==> src/rtl/kbd_spi_pkg.sv <==
// Shared definitions for the keyboard-link serial transmitter and its receiver:
// frame geometry, control-flag bit positions, CRC polynomial and FSM states.
// Optional feature macro: KBD_SPI_CRC_EN (appends a CRC-8 byte to every frame).
package kbd_spi_pkg;

  // Payload is {FLAGS, MATRIX}: 8 flag bits over 40 key bits.
  localparam int PAY_BITS = 48;

`ifdef KBD_SPI_CRC_EN
  localparam int FRAME_BITS = 56;
  localparam int BIT_W      = 7;
`else
  localparam int FRAME_BITS = 48;
  localparam int BIT_W      = 6;
`endif

  // Bit positions inside the FLAGS byte.
  localparam int FLAG_MAGIC = 7;
  localparam int FLAG_TURBO = 6;
  localparam int FLAG_PAUSE = 5;
  localparam int FLAG_RST   = 4;

  localparam logic [7:0] CRC_POLY = 8'h07;

  typedef enum logic [2:0] {
    IDLE  = 3'd0,
    SETUP = 3'd1,
    HIGH  = 3'd2,
    LOW   = 3'd3,
    GAP   = 3'd4
  } tx_state_e;

  // One serial CRC-8 step: MSB-first, non-reflected.
  function automatic logic [7:0] crc8_step(input logic [7:0] crc, input logic din);
    logic fb;
    fb = crc[7] ^ din;
    if (fb) begin
      crc8_step = {crc[6:0], 1'b0} ^ CRC_POLY;
    end else begin
      crc8_step = {crc[6:0], 1'b0};
    end
  endfunction

endpackage

==> src/rtl/kbd_spi_tx_if.sv <==
// Keyboard-link bundle: payload handshake towards the transmitter plus the
// three-wire serial lines it drives. The master modport is the transmitter;
// the slave modport is the requester/observer side.
interface kbd_spi_tx_if;
  logic [39:0] MATRIX;
  logic [7:0]  FLAGS;
  logic        TX_VALID;
  logic        TX_READY;
  logic        TX_DONE;
  logic        KBD_CS;
  logic        KBD_CLK;
  logic        KBD_DI;

  modport master (
    input  MATRIX, FLAGS, TX_VALID,
    output TX_READY, TX_DONE, KBD_CS, KBD_CLK, KBD_DI
  );

  modport slave (
    output MATRIX, FLAGS, TX_VALID,
    input  TX_READY, TX_DONE, KBD_CS, KBD_CLK, KBD_DI
  );
endinterface

==> src/rtl/kbd_crc8.sv <==
// Serial CRC-8 (poly 0x07, init 0x00, MSB-first). clr restarts from zero and,
// when en is also high, folds din into the fresh remainder on the same edge.
// Shared between the keyboard-link transmitter and receiver.
module kbd_crc8
  import kbd_spi_pkg::*;
(
  input  logic       clk,
  input  logic       rst_n,
  input  logic       clr,
  input  logic       en,
  input  logic       din,
  output logic [7:0] crc
);

  logic [7:0] crc_q;
  logic [7:0] crc_d;
  logic [7:0] base_s;

  // Pick the starting remainder, then fold in one data bit when enabled.
  always_comb begin
    base_s = crc_q;
    crc_d  = crc_q;
    if (clr) begin
      base_s = 8'h00;
    end else begin
      base_s = crc_q;
    end
    if (en) begin
      crc_d = crc8_step(base_s, din);
    end else begin
      crc_d = base_s;
    end
  end

  // Remainder register.
  always_ff @(posedge clk or negedge rst_n) begin
    if (!rst_n) begin
      crc_q <= 8'h00;
    end else begin
      crc_q <= crc_d;
    end
  end

  assign crc = crc_q;

endmodule

==> src/rtl/kbd_spi_tx.sv <==
// Keyboard-link serial transmitter. Latches {FLAGS, MATRIX} on accept and
// shifts it out MSB first on KBD_CS/KBD_CLK/KBD_DI; the receiver samples DI on
// rising KBD_CLK. Every serial output and handshake output is a flop.
// Optional feature macro: KBD_SPI_CRC_EN appends CRC-8 over the payload.
// When TX_VALID is still high on the last GAP cycle the next frame is accepted
// directly on that edge, so held requests see exactly GAP_CLKS of CS-high.
module kbd_spi_tx
  import kbd_spi_pkg::*;
#(
  parameter int CLK_DIV  = 7,
  parameter int GAP_CLKS = 14
) (
  input  logic        CLK_14MHZ,
  input  logic        RESET_n,
  kbd_spi_tx_if.master bus
);

  localparam int PH_W  = $clog2(CLK_DIV + 1);
  localparam int GAP_W = $clog2(GAP_CLKS + 1);

  localparam logic [PH_W-1:0]  PH_ZERO  = PH_W'(0);
  localparam logic [PH_W-1:0]  PH_ONE   = PH_W'(1);
  localparam logic [PH_W-1:0]  PH_LAST  = PH_W'(CLK_DIV - 1);
  localparam logic [GAP_W-1:0] GAP_ZERO = GAP_W'(0);
  localparam logic [GAP_W-1:0] GAP_ONE  = GAP_W'(1);
  localparam logic [GAP_W-1:0] GAP_LAST = GAP_W'(GAP_CLKS - 1);
  localparam logic [BIT_W-1:0] BIT_ZERO = BIT_W'(0);
  localparam logic [BIT_W-1:0] BIT_ONE  = BIT_W'(1);
  localparam logic [BIT_W-1:0] BIT_LAST = BIT_W'(FRAME_BITS - 1);

  tx_state_e             state_q, state_d;
  logic [PH_W-1:0]       phase_q, phase_d;
  logic [GAP_W-1:0]      gap_q, gap_d;
  logic [BIT_W-1:0]      bit_q, bit_d;
  logic                  last_q, last_d;
  logic [PAY_BITS-1:0]   shift_q, shift_d;
  logic                  cs_q, cs_d;
  logic                  sck_q, sck_d;
  logic                  di_q, di_d;
  logic                  ready_q, ready_d;
  logic                  done_q, done_d;

  logic                  start_s;
  logic                  gap_entry_s;
  logic                  phase_end_s;
  logic                  gap_end_s;
  logic [PAY_BITS-1:0]   payload_s;

`ifdef KBD_SPI_CRC_EN
  localparam logic [BIT_W-1:0] BIT_PAY_LAST = BIT_W'(PAY_BITS - 1);
  logic                  crc_en_s;
  logic                  crc_bit_s;
  logic [7:0]            crc_s;

  kbd_crc8 u_crc (
    .clk   (CLK_14MHZ),
    .rst_n (RESET_n),
    .clr   (start_s),
    .en    (crc_en_s),
    .din   (crc_bit_s),
    .crc   (crc_s)
  );
`endif

  assign payload_s   = {bus.FLAGS, bus.MATRIX};
  assign phase_end_s = (phase_q == PH_LAST);
  assign gap_end_s   = (gap_q == GAP_LAST);

  // Frame sequencer: next state, counters, shift register and output flops.
  always_comb begin
    state_d     = state_q;
    phase_d     = phase_q;
    gap_d       = gap_q;
    bit_d       = bit_q;
    last_d      = last_q;
    shift_d     = shift_q;
    cs_d        = cs_q;
    sck_d       = sck_q;
    di_d        = di_q;
    ready_d     = ready_q;
    done_d      = 1'b0;
    start_s     = 1'b0;
    gap_entry_s = 1'b0;
`ifdef KBD_SPI_CRC_EN
    crc_en_s    = 1'b0;
    crc_bit_s   = 1'b0;
`endif

    case (state_q)
      IDLE: begin
        if (bus.TX_VALID && ready_q) begin
          start_s = 1'b1;
        end else begin
          phase_d = PH_ZERO;
        end
      end

      SETUP: begin
        if (phase_end_s) begin
          state_d = HIGH;
          sck_d   = 1'b1;
          phase_d = PH_ZERO;
        end else begin
          phase_d = phase_q + PH_ONE;
        end
      end

      HIGH: begin
        if (phase_end_s) begin
          state_d = LOW;
          sck_d   = 1'b0;
          phase_d = PH_ZERO;
          if (bit_q == BIT_LAST) begin
            // Final bit already clocked: hold DI for the trailing low phase.
            last_d = 1'b1;
          end else begin
            bit_d = bit_q + BIT_ONE;
`ifdef KBD_SPI_CRC_EN
            if (bit_q == BIT_PAY_LAST) begin
              // Payload exhausted: the finished CRC takes over the shifter.
              di_d    = crc_s[7];
              shift_d = {crc_s, 40'd0};
            end else begin
              di_d      = shift_q[PAY_BITS-2];
              shift_d   = {shift_q[PAY_BITS-2:0], 1'b0};
              crc_en_s  = (bit_q < BIT_PAY_LAST);
              crc_bit_s = shift_q[PAY_BITS-2];
            end
`else
            di_d    = shift_q[PAY_BITS-2];
            shift_d = {shift_q[PAY_BITS-2:0], 1'b0};
`endif
          end
        end else begin
          phase_d = phase_q + PH_ONE;
        end
      end

      LOW: begin
        if (phase_end_s) begin
          phase_d = PH_ZERO;
          if (last_q) begin
            state_d     = GAP;
            cs_d        = 1'b1;
            di_d        = 1'b0;
            gap_d       = GAP_ZERO;
            gap_entry_s = 1'b1;
          end else begin
            state_d = HIGH;
            sck_d   = 1'b1;
          end
        end else begin
          phase_d = phase_q + PH_ONE;
        end
      end

      GAP: begin
        if (gap_end_s) begin
          if (bus.TX_VALID) begin
            start_s = 1'b1;
          end else begin
            state_d = IDLE;
            ready_d = 1'b1;
          end
        end else begin
          gap_d = gap_q + GAP_ONE;
        end
      end

      default: begin
        state_d = IDLE;
        phase_d = PH_ZERO;
        cs_d    = 1'b1;
        sck_d   = 1'b0;
        di_d    = 1'b0;
        ready_d = 1'b1;
      end
    endcase

    if (start_s) begin
      state_d = SETUP;
      phase_d = PH_ZERO;
      gap_d   = GAP_ZERO;
      bit_d   = BIT_ZERO;
      last_d  = 1'b0;
      shift_d = payload_s;
      cs_d    = 1'b0;
      sck_d   = 1'b0;
      di_d    = payload_s[PAY_BITS-1];
      ready_d = 1'b0;
      done_d  = 1'b0;
`ifdef KBD_SPI_CRC_EN
      crc_en_s  = 1'b1;
      crc_bit_s = payload_s[PAY_BITS-1];
`endif
    end else begin
      done_d = gap_entry_s;
    end
  end

  // State and output registers; reset drops the link idle immediately.
  always_ff @(posedge CLK_14MHZ or negedge RESET_n) begin
    if (!RESET_n) begin
      state_q <= IDLE;
      phase_q <= PH_ZERO;
      gap_q   <= GAP_ZERO;
      bit_q   <= BIT_ZERO;
      last_q  <= 1'b0;
      shift_q <= {PAY_BITS{1'b0}};
      cs_q    <= 1'b1;
      sck_q   <= 1'b0;
      di_q    <= 1'b0;
      ready_q <= 1'b1;
      done_q  <= 1'b0;
    end else begin
      state_q <= state_d;
      phase_q <= phase_d;
      gap_q   <= gap_d;
      bit_q   <= bit_d;
      last_q  <= last_d;
      shift_q <= shift_d;
      cs_q    <= cs_d;
      sck_q   <= sck_d;
      di_q    <= di_d;
      ready_q <= ready_d;
      done_q  <= done_d;
    end
  end

  assign bus.KBD_CS   = cs_q;
  assign bus.KBD_CLK  = sck_q;
  assign bus.KBD_DI   = di_q;
  assign bus.TX_READY = ready_q;
  assign bus.TX_DONE  = done_q;

endmodule

==> src/flat_wrapper.sv <==
// flat-port wrapper written by rule: the top's interface ports become plain ports
module kbd_spi_tx_flat import kbd_spi_pkg::*;
#(
  parameter int CLK_DIV  = 7,
  parameter int GAP_CLKS = 14
)
  (CLK_14MHZ, RESET_n, bus_MATRIX, bus_FLAGS, bus_TX_VALID, bus_TX_READY, bus_TX_DONE, bus_KBD_CS, bus_KBD_CLK, bus_KBD_DI);
  kbd_spi_tx_if bus_i ();
  input  logic CLK_14MHZ;
  input  logic RESET_n;
  input wire logic [$bits(bus_i.MATRIX)-1:0] bus_MATRIX;
  input wire logic [$bits(bus_i.FLAGS)-1:0] bus_FLAGS;
  input wire logic [$bits(bus_i.TX_VALID)-1:0] bus_TX_VALID;
  output wire logic [$bits(bus_i.TX_READY)-1:0] bus_TX_READY;
  output wire logic [$bits(bus_i.TX_DONE)-1:0] bus_TX_DONE;
  output wire logic [$bits(bus_i.KBD_CS)-1:0] bus_KBD_CS;
  output wire logic [$bits(bus_i.KBD_CLK)-1:0] bus_KBD_CLK;
  output wire logic [$bits(bus_i.KBD_DI)-1:0] bus_KBD_DI;
  assign bus_i.MATRIX = bus_MATRIX;
  assign bus_i.FLAGS = bus_FLAGS;
  assign bus_i.TX_VALID = bus_TX_VALID;
  assign bus_TX_READY = bus_i.TX_READY;
  assign bus_TX_DONE = bus_i.TX_DONE;
  assign bus_KBD_CS = bus_i.KBD_CS;
  assign bus_KBD_CLK = bus_i.KBD_CLK;
  assign bus_KBD_DI = bus_i.KBD_DI;
  kbd_spi_tx #(.CLK_DIV(CLK_DIV), .GAP_CLKS(GAP_CLKS)) u_core (.CLK_14MHZ(CLK_14MHZ), .RESET_n(RESET_n), .bus(bus_i));
endmodule
==> config.mk <==
export PLATFORM = sky130hd
export DESIGN_NAME = kbd_spi_tx_flat
export DESIGN_NICKNAME = d
export VERILOG_FILES = /design/src/rtl/kbd_spi_pkg.sv /design/src/rtl/kbd_spi_tx_if.sv /design/src/rtl/kbd_crc8.sv /design/src/rtl/kbd_spi_tx.sv /design/src/flat_wrapper.sv
export SDC_FILE = /design/constraint.sdc
export NUM_CORES = 1
export LEC_CHECK = 0
export ABC_AREA = 1
export ABC_CLOCK_PERIOD_IN_PS = 2100
export CAP_MARGIN = 40
export CORE_ASPECT_RATIO = 0.7
export CORE_UTILIZATION = 45
export DETAILED_ROUTE_END_ITERATION = 10
export PLACE_DENSITY_LB_ADDON = 0.1
export SKIP_LAST_GASP = 1
export SLEW_MARGIN = 10
export SYNTH_ARGS = -nofsm -noshare
export SYNTH_HDL_FRONTEND = slang
export SYNTH_SLANG_ARGS = --single-unit
==> constraint.sdc <==
create_clock -name CLK_14MHZ -period 2.1 [get_ports CLK_14MHZ]
set_input_delay 0.42 -clock CLK_14MHZ [delete_from_list [all_inputs] [get_ports CLK_14MHZ]]
set_output_delay 0.42 -clock CLK_14MHZ [all_outputs]
set_load 0.03 [all_outputs]
Yosys cells after proc, flatten, opt, wreduce, memory -nomap -nowiden --
Cells that the tools add are included.
Storage, ports and cells: register bits 69, bits of input ports 51
Cells by class: add/subtract/negate cells 3, equal/unequal tests 24, multiplexer cells 57, reduce and logical (&&, ||, !) cells 20
Operators by type and width (count):
- 47-bit two-way mux | 4
- 3-bit two-way mux | 10
- 1-bit two-way mux | 27
- 6-bit two-way mux | 4
- 4-bit two-way mux | 4
- 3-bit by 1-bit != test with 1-bit output (second input constant) | 5
- 3-bit one-hot mux with 5 select lines | 1
- 2-bit by 1-bit != test with 1-bit output (second input constant) | 7
- 3-bit by 2-bit != test with 1-bit output (second input constant) | 4
- 3-bit AND reduction | 4
- 5-bit AND reduction | 2
- 3-bit one-hot mux with 3 select lines | 1
- 4-bit one-hot mux with 2 select lines | 1
- 4-bit OR reduction | 2
- 6-bit by 1-bit adder with 6-bit output (second input constant) | 1
- 3-bit by 2-bit == test with 1-bit output (second input constant) | 2
- 3-bit == test (second input constant) | 2
- 6-bit == test (second input constant) | 1
- 1-bit one-hot mux with 2 select lines | 3
- 6-bit AND reduction | 1
- 2-bit nonzero test | 3
- 3-bit OR reduction | 2
- 4-bit by 1-bit adder with 4-bit output (second input constant) | 1
- 4-bit == test (second input constant) | 1
- other kinds (11) | 11

Logic depth before layout (Yosys ltp) --
word-level depth 5, gate-level depth with buffers 12

Worst setup path after synthesis --
No wires, ideal clock.
path kind flip-flop to flip-flop, start point reg u_core.ready_q, in the netlist u_core.bus.TX_READY, end point reg u_core.shift_q[17], setup time 0.121 ns, arrival 1.472 ns, data required time 1.979 ns, setup slack 0.507 ns, stages on the path, launching flop included 8, buffers on the path 2, cells stage by stage dfstp_2 -> nand4_1 -> nand2_4 -> inv_4 -> o31ai_4 -> buf_6 -> buf_4 -> o21ai_1
Between the ends: longest elaborated chain between the ends 5
RTL lines:
- start: declaration | line kbd_spi_tx.sv:40 | logic ready_q, ready_d;
- start signal: assignment | line kbd_spi_tx.sv:225 | ready_q <= ready_d;
- 1-bit logical AND * | line kbd_spi_tx.sv:91 | if (bus.TX_VALID && ready_q) begin
- 1-bit two-way mux * | line kbd_spi_tx.sv:91
- 1-bit one-hot mux with 2 select lines * | line kbd_spi_tx.sv:89 | case (state_q)
- 2-bit by 1-bit != test with 1-bit output (no source line) / 2-bit nonzero test (equally long branches)
- 3-bit AND reduction (no source line)
- end signal: assignment | line kbd_spi_tx.sv:209 | shift_q <= {PAY_BITS{1'b0}};
- end signal: assignment | line kbd_spi_tx.sv:221 | shift_q <= shift_d;
- end: declaration | line kbd_spi_tx.sv:36 | logic [PAY_BITS-1:0] shift_q, shift_d;
Every way passes the cells marked *; elsewhere a longest branch is shown, timed or not. A chain may end at the register's enable or synchronous reset.

Worst setup path after layout --
start point reg u_core.cs_q, in the netlist u_core.bus.KBD_CS, end point out bus_KBD_CS
RTL lines:
- start: declaration | line kbd_spi_tx.sv:37 | logic cs_q, cs_d;
- start signal: assignment | line kbd_spi_tx.sv:222 | cs_q <= cs_d;
- end: declaration | line flat_wrapper.sv:16 | output wire logic [$bits(bus_i.KBD_CS)-1:0] bus_KBD_CS;
No word-level cell between the ends.

==> results.txt <==
----------------------------------------------------
[Yosys]
  Library cells used by synthesis ... 29
  Synth area leader ... dfrtp_1
  Gate count after technology mapping ... ~460
  Dominant synthesized flop cell ... dfrtp_1
  EDFF count, synth ... 0
  Syn avg cell area ... between 7 and 8 um^2
  Synthesized flop and latch total ... 69
  Top cell type's share of synthesized area ... roughly 47%
  Synthesis warning total ... 0
  Synth area leaders ... dfrtp_1, nand2_1, o21ai_0
  Number of nets in the synthesized netlist ... between 500 and 600
  Post-Synthesis Cell Area ... ~0.0036 mm^2
  Ys async rst share ... 100.0%
  Portion of the post-synthesis area used by sequential elements ... approximately half

[Clocking]
  Post CTS Setup Buffer Count ... 0
  Hold bufs inserted after CTS ... 0
  Max Root-Sink Buffers ... 2
  CTS clk-pin slew, worst paths ... 0.06 ns
  Number of resized instances in the post-cts repair step ... 0
  Clock root buffer ... clkbuf_16
  TritonCTS buffer count ... 9
  Clock network latency to the later pin of the worst-skew pair ... ~0.33 ns
  CTS tree ... done
  CTS sink count ... between 60 and 70
  Total number of H-tree levels ... 3

[Power and ir drop]
  Maximum VDD drop ... roughly 570 uV
  Power per unit of standard cell area ... ~1300 mW/mm^2
  Power Total ... 5.742 mW
  Static Leakage ... about 2.1 nW

[Global routing]
  Number of antenna violations at the first check in global routing ... 0
  Global-route wire length before repair ... ~12000 um
  Total congestion overflow after global routing ... 0
  Gr usage total ... a little under a fifth
  Maximum number of pins on one net before global-route repair ... between 60 and 70
  Via count of the first global-routing pass ... 2724

[Layout]
  Fraction of final layout cells with drive strength greater than 1 ... 7.048%
  Layout Area Growth over Synthesis ... 27.95%
  Number of nets in the final layout ... about 570
  Count of filler cells inserted in the layout ... slightly below 700
  Storage element area ... around 0.0017 mm^2
  Ant. Diodes ... 0
  Total area of multi-input combinational cells ... between 0.001 and 0.0015 mm^2

[STA]
  Share of the clock period used by the worst path ... between 90 and 100%
  Final setup violation count ... 0
  Number of max-slew violations in the final report ... 0
  Max-slew headroom ... 62.49%
  Highest clock rate ... just over 0.5 GHz
  Endpoints failing hold ... 0
  Post-layout minimum cycle time ... about 2.0 ns
  RSZ-0062 raised after global routing ... false
  Total negative slack for setup checks ... 0 ns
  Fin Clk Skew ... 0.005496 ns
  Worst slew pin tran ... between 0.5 and 0.6 ns

[Floorplanning]
  Total Die Area ... approximately 0.0083 mm^2
  Standard-cell rows ... 26
  Height of the chip ... approximately 77 um
  Num ports ... 56
  Width of the die ... 108.8 um
  Initial Util ... ~48%
  Area of the core ... 0.007515 mm^2

[Placement]
  Detailed placement HPWL ... 4856 um
  Routability-driven placement congestion ratio ... around 0.84
  Quantity of I/O buffers inserted on ports ... 55

[Worst setup path]
  Worst Setup Path Type ... reg -> out
  Kind of end point of the critical path ... output port
  Top cell family by delay on the critical path ... buffers and inverters
  R2R depth ... 7
  Kind of start point of the critical path ... register
  CP required ... roughly 1.7 ns
  Setup slack of the worst register-to-register path ... between 0.2 and 0.25 ns
  Largest stage delay, worst path ... 0.67 ns
  Maximum fanout count along the critical path ... 2
  Sum of buffers and inverters on the critical path ... 1
  Cell with the biggest individual delay on the critical path ... clkdlybuf4s50_1
  Arrival time worst endpoint ... 1.54 ns
  Cells traversed along the worst timing path ... clkdlybuf4s50_1
  R2r startpoint ... u_core.bit_q[0]
  Worst reg2reg endpoint ... u_core.shift_q[2]

[Route]
  DRC violation total after the first TritonRoute iteration ... 189
  DRC viols ... 0
  Via Count ... about 3000
  Antenna Nets Post-Route ... 0
  Via density per instance ... roughly 4.8
  Average wire length per cell after detail routing ... about 12 um
  Final wirelength ... between 7000 and 8000 um
  Pre-Repair DR Iteration Count ... 6

[Outcome]
  Run status ... finished clean

[Run]
  Maximum capacitance violations ... 0

[Min path]
  Class of the tightest hold or removal check ... in -> async

----------------------------------------------------
## layout make-up
class	instances	area share (%)
Sequential cell	69	37.65
Clock inverter	3	1.417
Clock buffer	13	6.102
Tap cell	98	2.670
Multi-Input combinational cell	306	31.16
Timing Repair Buffer	67	15.47
Inverter	67	5.530
## how the worst max path moves through the flow
stage / start / end / slack [ns] / cells after the start
6_report: u_core.bus.KBD_CS / bus_KBD_CS / 0.14 / 1
5_1_grt: u_core.bit_q[0] / u_core.shift_q[30] / 0.08 / 7
4_1_cts: u_core.bus.KBD_CS / bus_KBD_CS / 0.13 / 1
3_5_place_dp: bus_TX_VALID / u_core.shift_q[30] / 0.04 / 8
3_3_place_gp: bus_TX_VALID / u_core.shift_q[37] / 0.12 / 8
2_1_floorplan: u_core.bus.TX_READY / u_core.shift_q[17] / 0.51 / 7
## sequential cells by signal, summed over array words and instances (netlist names), 3 cells and up
register / count
u_core.shift_q: 47
u_core.bit_q: 6
u_core.gap_q: 4
u_core.phase_q: 3
u_core.state_q: 3
## cell usage after synthesis, types with 4 or more instances
cell type,n
inv_1,65
nor2_1,17
clkbuf_1,4
buf_6,8
o21ai_0,78
buf_4,8
dfrtp_1,67
nand4_1,4
nand3_1,12
a21oi_1,6
xor2_1,5
nand2_1,137
o21ai_1,33
## layout by cell type (no fill, tap or decap), types with 5 or more instances in the layout
cell type and instances:
a21oi_1 6, nand3_1 12, xor2_1 5, inv_1 65
clkdlybuf4s50_1 54, dfrtp_1 67, nand2_1 137, buf_12 6
nor2_1 17, buf_4 6, o21ai_1 33, clkbuf_16 9
o21ai_0 78
## routing by layer
layer | vias up | share of wire [%] | track usage, %
met5 | - | 0 | 0
met4 | 0 | 1.4 | 6.757
met3 | 12 | 5.9 | 5.442
met2 | 70 | 40 | 26.96
met1 | 1321 | 52 | 27.08
li1 | 1583 | - | -
## where the power goes
part           total [mW]  switching (mW)  internal, mW
Clock                1.70           0.534          1.17
Combinational        1.90            1.11         0.791
Sequential           2.14           0.232          1.91
Total                5.74            1.88          3.87
## kinds of logic after synthesis
| logic type | count (synthesis) | share of synthesized area, % |
|---|---|---|
| AND/OR/NAND/NOR | 176 | 19.83 |
| AO/OA/AOI/OAI | 122 | 17.78 |
| buffers and inverters | 89 | 11.96 |
| flip-flops | 69 | 48.17 |
| XOR/XNOR | 5 | 1.220 |
| adder cells (fa/ha/maj) | 3 | 1.046 |
## through the flow
| stage | std cells | util (%) | hold WS, ns | instance area, um^2 | worst slack (ns) |
|---|---|---|---|---|---|
| global placement | 607 | 56.53 | 0.4012 | 4248 | 0.1158 |
| CTS | 623 | 61.12 | 0.05284 | 4593 | 0.1253 |
| global route | 623 | 61.12 | 0.07455 | 4593 | 0.08086 |
| detailed placement | 607 | 56.53 | 0.4085 | 4248 | 0.04231 |
| finish | 623 | 61.12 | 0.04919 | 4593 | 0.1439 |
| floorplan | 464 | - | 0.1244 | 3590 | 0.5074 |
(Power assumes the default switching activity.)
